## src/rtl/apb_uart_pkg.sv

```systemverilog
// ============================================================================
// Module   : apb_uart_pkg
// Purpose  : Shared types for the UART block: flow-control FSM states and the
//            flow-control configuration register layout.
// Revision : 1.0 - initial release
// ============================================================================
`default_nettype none

package apb_uart_pkg;

    localparam int RX_FIFO_SIZE  = 8;
    localparam int CFG_CNT_WIDTH = RX_FIFO_SIZE + 1;
    localparam int CFG_TO_WIDTH  = 16;

    typedef enum logic [1:0] {
        FLOW_IDLE     = 2'd0,
        FLOW_WAIT_CTS = 2'd1,
        FLOW_SEND     = 2'd2
    } flow_state_e;

    typedef struct packed {
        logic                     FLOW_EN;
        logic [CFG_CNT_WIDTH-1:0] RTS_HI_THR;
        logic [CFG_CNT_WIDTH-1:0] RTS_LO_THR;
        logic [CFG_TO_WIDTH-1:0]  CTS_TO_LIM;
    } flow_cfg_reg_t;

endpackage

`default_nettype wire

```

## src/rtl/bit_sync.sv

```systemverilog
// ============================================================================
// Module   : bit_sync
// Purpose  : Multi-flop synchronizer for a single asynchronous input bit.
// Revision : 1.0 - initial release
// ============================================================================
`default_nettype none

module bit_sync #(
    parameter int   STAGES  = 2,
    parameter logic RST_VAL = 1'b1
) (
    input  logic clk_i,
    input  logic arst_ni,
    input  logic d_i,
    output logic q_o
);

    // Fewer than two flops gives no metastability protection.
    localparam int c_STAGES = (STAGES < 2) ? 2 : STAGES;

    logic [c_STAGES-1:0] r_sync;

    always_ff @(posedge clk_i or negedge arst_ni) begin
        if (!arst_ni) begin
            r_sync <= {c_STAGES{RST_VAL}};
        end else begin
            r_sync <= {r_sync[c_STAGES-2:0], d_i};
        end
    end

    assign q_o = r_sync[c_STAGES-1];

endmodule

`default_nettype wire

```

## src/rtl/uart_flow_ctrl.sv

```systemverilog
// ============================================================================
// Module   : uart_flow_ctrl
// Purpose  : RTS/CTS hardware flow control between the TX FIFO and uart_tx,
//            with CTS wait timeout and RX-occupancy driven RTS hysteresis.
// Revision : 1.0 - initial release
// ============================================================================
`default_nettype none

module uart_flow_ctrl
    import apb_uart_pkg::*;
#(
    parameter int CNT_WIDTH   = RX_FIFO_SIZE + 1,
    parameter int TO_WIDTH    = 16,
    parameter int SYNC_STAGES = 2
) (
    input  logic                 clk_i,
    input  logic                 arst_ni,
    input  logic                 flow_en_i,
    input  logic [CNT_WIDTH-1:0] rts_hi_thr_i,
    input  logic [CNT_WIDTH-1:0] rts_lo_thr_i,
    input  logic [TO_WIDTH-1:0]  cts_to_lim_i,
    input  logic [CNT_WIDTH-1:0] rx_count_i,
    input  logic                 cts_ni,
    output logic                 rts_no,
    input  logic [7:0]           s_data_i,
    input  logic                 s_valid_i,
    output logic                 s_ready_o,
    output logic [7:0]           m_data_o,
    output logic                 m_valid_o,
    input  logic                 m_ready_i,
    output logic                 cts_to_o
);

    flow_state_e         r_state;
    logic [7:0]          r_hold;
    logic [TO_WIDTH-1:0] r_to_cnt;
    logic                r_s_ready;
    logic                r_m_valid;
    logic                r_cts_to;
    logic                r_rts_n;

    logic                w_cts_sync;
    logic                w_cts_ok;
    logic [TO_WIDTH-1:0] w_cnt_inc;

    // CTS idles deasserted (high) so nothing is sent until the peer asserts it.
    bit_sync #(
        .STAGES  (SYNC_STAGES),
        .RST_VAL (1'b1)
    ) u_cts_sync (
        .clk_i   (clk_i),
        .arst_ni (arst_ni),
        .d_i     (cts_ni),
        .q_o     (w_cts_sync)
    );

    assign w_cts_ok  = ~flow_en_i | ~w_cts_sync;
    assign w_cnt_inc = r_to_cnt + TO_WIDTH'(1);

    always_ff @(posedge clk_i or negedge arst_ni) begin
        if (!arst_ni) begin
            r_state   <= FLOW_IDLE;
            r_hold    <= '0;
            r_to_cnt  <= '0;
            r_s_ready <= 1'b0;
            r_m_valid <= 1'b0;
            r_cts_to  <= 1'b0;
        end else begin
            r_cts_to <= 1'b0;
            case (r_state)
                FLOW_IDLE: begin
                    r_s_ready <= 1'b1;
                    if (s_valid_i && r_s_ready) begin
                        r_hold    <= s_data_i;
                        r_s_ready <= 1'b0;
                        r_to_cnt  <= '0;
                        if (w_cts_ok) begin
                            r_state   <= FLOW_SEND;
                            r_m_valid <= 1'b1;
                        end else begin
                            r_state   <= FLOW_WAIT_CTS;
                        end
                    end
                end
                FLOW_WAIT_CTS: begin
                    if (w_cts_ok) begin
                        r_state   <= FLOW_SEND;
                        r_m_valid <= 1'b1;
                        r_to_cnt  <= '0;
                    end else if ((cts_to_lim_i != '0) && (w_cnt_inc == cts_to_lim_i)) begin
                        // Byte stays held; software decides whether to give up.
                        r_cts_to <= 1'b1;
                        r_to_cnt <= '0;
                    end else begin
                        r_to_cnt <= w_cnt_inc;
                    end
                end
                FLOW_SEND: begin
                    if (m_ready_i) begin
                        r_state   <= FLOW_IDLE;
                        r_m_valid <= 1'b0;
                        r_s_ready <= 1'b1;
                    end
                end
                default: begin
                    r_state   <= FLOW_IDLE;
                    r_m_valid <= 1'b0;
                    r_s_ready <= 1'b0;
                end
            endcase
        end
    end

    // High threshold wins so a misprogrammed hi<=lo pair still stops the peer.
    always_ff @(posedge clk_i or negedge arst_ni) begin
        if (!arst_ni) begin
            r_rts_n <= 1'b1;
        end else if (!flow_en_i) begin
            r_rts_n <= 1'b0;
        end else if (rx_count_i >= rts_hi_thr_i) begin
            r_rts_n <= 1'b1;
        end else if (rx_count_i <= rts_lo_thr_i) begin
            r_rts_n <= 1'b0;
        end
    end

    assign rts_no    = r_rts_n;
    assign s_ready_o = r_s_ready;
    assign m_valid_o = r_m_valid;
    assign m_data_o  = r_hold;
    assign cts_to_o  = r_cts_to;

endmodule

`default_nettype wire

```

## config.mk

```make
export PLATFORM = sky130hd
export DESIGN_NAME = uart_flow_ctrl
export DESIGN_NICKNAME = d
export VERILOG_FILES = /design/src/rtl/apb_uart_pkg.sv /design/src/rtl/bit_sync.sv /design/src/rtl/uart_flow_ctrl.sv
export SDC_FILE = /design/constraint.sdc
export NUM_CORES = 1
export LEC_CHECK = 0
export ABC_CLOCK_PERIOD_IN_PS = 2600
export CAP_MARGIN = 20
export CELL_PAD_IN_SITES_DETAIL_PLACEMENT = 1
export CELL_PAD_IN_SITES_GLOBAL_PLACEMENT = 1
export CORE_MARGIN = 4
export CORE_UTILIZATION = 32
export CTS_CLUSTER_DIAMETER = 200
export CTS_CLUSTER_SIZE = 10
export DETAILED_ROUTE_END_ITERATION = 8
export PLACE_DENSITY = 0.87
export SLEW_MARGIN = 0
export SYNTH_ARGS = -nofsm -noshare
export SYNTH_HDL_FRONTEND = slang
export SYNTH_HIERARCHICAL = 1
export SYNTH_SLANG_ARGS = --single-unit
export TNS_END_PERCENT = 20
```

## constraint.sdc

```tcl
create_clock -name clk_i -period 2.6 [get_ports clk_i]
set_clock_uncertainty 0.15 [all_clocks]
set_input_delay 0.52 -clock clk_i [delete_from_list [all_inputs] [get_ports clk_i]]
set_output_delay 0.52 -clock clk_i [all_outputs]
set_load 0.02 [all_outputs]
```

======== Yosys cells after proc, flatten, opt, wreduce, memory -nomap -nowiden ========
Cells that the tools add are included.
word-level totals
  logic and storage cells ................. 54
  input bits .............................. 57
  register bits after elaboration ......... 32
cells by class
  add/subtract/negate cells ............... 1
  equality and inequality tests ........... 7
  reduce and logical (&&, ||, !) cells .... 10
  multiplexer cells ....................... 22
  bitwise gates (word level) .............. 4
  $lt $le $gt $ge ......................... 2
operators by type and width
  cell                                                              number
  16-bit two-way mux                                                3
  16-bit one-hot mux with 2 select lines                            1
  16-bit by 1-bit adder with 16-bit output (second input constant)  1
  16-bit == test                                                    1
  16-bit nonzero test                                               1
  1-bit two-way mux                                                 11
  9-bit greater-or-equal comparator                                 1
  9-bit <= comparator                                               1
  2-bit two-way mux                                                 4
  2-bit AND reduction                                               4
  2-bit != test (second input constant)                             3
  1-bit one-hot mux with 3 select lines                             2
  2-bit one-hot mux with 3 select lines                             1
  3-bit by 1-bit != test with 1-bit output (second input constant)  1
  1-bit inverter                                                    3
  3-bit AND reduction                                               1
  2-bit by 1-bit == test with 1-bit output (second input constant)  1
  2-bit == test (second input constant)                             1
  1-bit logical AND                                                 2
  2-bit zero test                                                   1
  2-bit nonzero test                                                1
  1-bit bitwise OR                                                  1

======== Depth between registers and ports, before layout ========
  depth after elaboration ................. 6
  depth in mapped cells ................... 11

======== Hierarchy ========
The synthesis kept the hierarchy.
by module, submodules not included
  module          instances  cells an instance  sequential area each (um2)  area each (um2)
  uart_flow_ctrl  1          276                752.0                       2396.0
  bit_sync        1          2                  52.6                        52.6

======== Worst setup path before layout ========
No wires, ideal clock.
  kind .................................... reg-to-reg
  start point ............................. register r_to_cnt[0]
  end point ............................... register r_to_cnt[10]
  setup slack ............................. -81 ps
  cell stages (with the launch flop) ...... 10
  arrival time ............................ 2405 ps
  clock period less this slack ............ 2681 ps
  setup time .............................. 126 ps
  buffers on the path ..................... 1
  cell sequence ........................... dfrtp_1 -> ha_1 -> nand4_1 -> or3_1 -> o21a_1 -> nor3_1 -> and4_1 -> a21oi_2 -> buf_6 -> a221o_1
on the way
  cells in the longest elaborated chain, start to end .. 6
ends and longest elaborated chain
  what                                        line                  text
  start: declaration                          uart_flow_ctrl.sv:36  logic [TO_WIDTH-1:0] r_to_cnt;
  start signal: assignment                    uart_flow_ctrl.sv:95  r_to_cnt <= w_cnt_inc;
  16-bit by 1-bit adder with 16-bit output *  uart_flow_ctrl.sv:58  assign w_cnt_inc = r_to_cnt + TO_WIDTH'(1);
  16-bit == test                              uart_flow_ctrl.sv:90  end else if ((cts_to_lim_i != '0) && (w_cnt_inc == cts_to_lim_i)) begin
  1-bit logical AND                           uart_flow_ctrl.sv:90
  16-bit two-way mux *                        uart_flow_ctrl.sv:90
  16-bit two-way mux *                        uart_flow_ctrl.sv:86  if (w_cts_ok) begin
  16-bit one-hot mux with 2 select lines *    uart_flow_ctrl.sv:70  case (r_state)
Every way passes the cells marked *; elsewhere a longest branch is shown, timed or not.
A chain may end at the register's enable or synchronous reset.

======== Final worst setup path ========
  start point ............................. register r_to_cnt[1]
  end point ............................... register r_to_cnt[5]
Same word-level chain as after synthesis.

==> impl_metrics.tcl <==
set metrics [dict create \
    outcome "finished with violations" \
    violations "negative setup slack" \
    synth_compound_area_share_pct 16.8 \
    wl_met2_mm 4.45 \
    met1Wirelength_mm 3.48 \
    highest_layer "met4" \
    critPathRequiredTime_ns 2.64 \
    worstSetupStartpointType "flip-flop" \
    grt_pass1_wl_mm 13.4 \
    cp_slowest_stage_delay_ns 0.41 \
    synthCells 278 \
    tns_ns -1.51 \
    cellPowerDensity_nw_per_um2 484 \
    holdWs_ns 0.197 \
    clk_pin_slew_ns 0.07 \
    hold_violations 0 \
    clockRootBuffer "clkbuf_8" \
    min_period_ns 2.78 \
    relSlewSlack_pct 37.1 \
    synth_top_area_share_pct 29.6 \
    synthSimpleGateAreaFrac_pct 23.4 \
    fp.dieArea_um2 9120 \
    crit_top_cell "buf_4" \
    dp_worst_setup_slack_ns -0.413 \
    grt_max_degree 33 \
    synth_most_common_cell "dfrtp_1" \
    grt-ovfl-total 0 \
    synthMuxAreaShare_pct 5.77 \
    drt-total-wl_mm 8.71 \
    vias_per_cell 5.31 \
    maxSlewViolCount 0 \
    io-pin-count 69 \
    dpl-instance-area_um2 3540 \
    ys_types 49 \
    crit_arrival_ns 2.82 \
    rows 31 \
    dpl.hpwl_mm 6.44 \
    antenna_found_initial 0 \
    setup_viol 13 \
    synth_ff_type "dfrtp_1" \
    start_util_pct 33.4 \
    critPathBufInv 3 \
    grt_use_total_pct 18.8 \
    core_um2 7330 \
    drtIter0Drc 128 \
    synth_top_area_cell "dfrtp_1" \
    cts_tree "built" \
    yosys_warnings 6 \
    synth_nets 354 \
    drc 0 \
    cts_inserted_buffers 5 \
    num_vias 2635 \
    synth_edf_count 0 \
    seq_area_frac_synth_pct 32.9 \
    ant_nets 0 \
    cts.sinks 32 \
    fin_ws_ns -0.179 \
    fin_crit_sh_pct 107 \
    die_x_um 95.5 \
    portBuffers 68 \
    critPathSlowestCell "dfrtp_1" \
    avgSynthCellArea_um2 8.81 \
    synth_fa_ha_area_share_pct 9.71 \
    stdcell_area_um2 3820 \
    leakagePower_uw 0.00170 \
    synth_xor_area_share_pct 5.37 \
    grt_pass1_vias 2800 \
    path_cells "ha_4 > nand4_1 > buf_4 > nor4_4 > or3_1 > a32oi_1 > and4_4 > a21oi_4 > buf_4 > buf_6 > nand3_1 > mux2i_1" \
    layout-drive-gt1-share_pct 24.7 \
    setup.worst_path.end_class "flip-flop" \
    total_power_uw 1850 \
    critPathMaxFanout 5 \
    rsz0062_at_grt "yes" \
    die_h_um 95.5 \
    cts_buffer_depth 2 \
    clkLatencyLatePin_ns 0.29 \
    path_delay_family "simple AND/OR/NAND/NOR gates" \
    synth_area_leaders "dfrtp_1, ha_1, mux2_2" \
    nets 472 \
    critPathKind "flip-flop to flip-flop" \
    synth_common_cells "dfrtp_1, inv_1, ha_1, nand2_1, nor2_1" \
    ir_worst_vdd_mv 0.191 \
    syn-cell-area_um2 2450 \
    synthArstFlopShare_pct 100 \
    antennaDiodeCount 0 \
    ys_ff_latch 32 \
    maxCapViolations 0 \
    area_delta_synth_final_pct 56.1 \
    htreeDepth 2 \
    routedWlPerCell_um 17.6 \
    clock.fmax_mhz 360 \
    n_fill_cell 832 \
    tightest_slew_ns 0.940 \
    dr_wl_met3_um 546 \
    min_path_type "flip-flop to flip-flop" \
    first_pass_iters 4 \
    synth_top_family_by_area "simple AND/OR/NAND/NOR gates" \
    gp_congestion 0.869 \
]
==> registers in the layout, indices dropped and copies added, names as in the netlist <==
name               count
m_valid_o              1
cts_to_o               1
rts_no                 1
r_to_cnt              16
u_cts_sync/r_sync      2
s_ready_o              1
r_state                2
m_data_o               8
==> repair_timing <==
item	4_1_cts	5_1_grt
hold endpoints to repair	0	0
buffers inserted	7	1
endpoints found under the setup margin	17	17
hold buffers	0	0
cloned	0	1
resized for setup	12	19
pin swaps	16	7
==> power by group <==
part | internal [uW] | switching (uW) | total (uW)
clock network | 186 | 199 | 385
registers | 596 | 65.2 | 661
logic | 423 | 380 | 803
total | 1210 | 644 | 1850
==> final timing paths <==
check	from	to	slack, ns	depth (start not counted)
setup / recovery	r_to_cnt[1]$_DFFE_PN0P_	r_to_cnt[5]$_DFFE_PN0P_	-0.18	12
hold / removal	u_cts_sync/r_sync[0]$_DFF_PN1_	u_cts_sync/r_sync[1]$_DFF_PN1_	0.20	0
setup reg to reg	r_to_cnt[1]$_DFFE_PN0P_	r_to_cnt[5]$_DFFE_PN0P_	-0.18	12
hold reg to reg	u_cts_sync/r_sync[0]$_DFF_PN1_	u_cts_sync/r_sync[1]$_DFF_PN1_	0.20	0
max in group asynchronous	arst_ni	rts_no$_DFFE_PN1P_	1.47	2
min in group asynchronous	arst_ni	r_to_cnt[0]$_DFFE_PN0P_	0.47	2
==> logic make-up after synthesis <==
family	count (synthesis)
simple gates	106
compound gates	59
flops	32
xor+xnor	15
mux	13
fa+ha+maj	19
buf+inv	34
==> per-layer routing <==
| layer | GRT usage [%] | vias to the layer above |
|---|---|---|
| li1 | - | 1248 |
| met2 | 35.4 | 86 |
| met3 | 4.58 | 20 |
| met4 | 4.98 | 0 |
| met1 | 20.9 | 1281 |
| met5 | 0 | - |
==> area by class of cell <==
type / count / area, um^2 / area share [%]
Clock inverter: 3 / 18.8 / 0.491
Clock buffer: 5 / 68.8 / 1.80
Inverter: 21 / 78.8 / 2.06
Multi-Input combinational cell: 212 / 1610 / 42.2
Sequential cell: 32 / 806 / 21.1
Tap cell: 99 / 124 / 3.24
Timing Repair Buffer: 124 / 1110 / 29.1
==> per-stage QoR <==
step,util [%],instances
global placement,48.3,478
finish,52.1,496
CTS,51.0,493
detailed placement,48.3,478
floorplan,-,278
global route,52.1,496
==> cell usage in the layout, fill, tap and decap left out, types with 5 or more instances in the layout <==
| master | Yosys | layout |
|---|---|---|
| o21ai_0 | 10 | 7 |
| ha_1 | 19 | 18 |
| nor4_1 | 7 | 6 |
| a21oi_1 | 13 | 9 |
| xor2_1 | 8 | 8 |
| clkbuf_8 | 0 | 5 |
| clkdlybuf4s50_1 | 0 | 68 |
| nor3_1 | 6 | 5 |
| xnor2_1 | 7 | 7 |
| nand2_1 | 19 | 18 |
| dfrtp_1 | 29 | 28 |
| buf_4 | 2 | 51 |
| nand4_1 | 8 | 8 |
| nor2_1 | 16 | 16 |
| inv_1 | 21 | 21 |
| mux2_2 | 9 | 9 |
| nand3_1 | 15 | 15 |
| nor2b_1 | 13 | 13 |
Power figures use the tool's default switching activity.
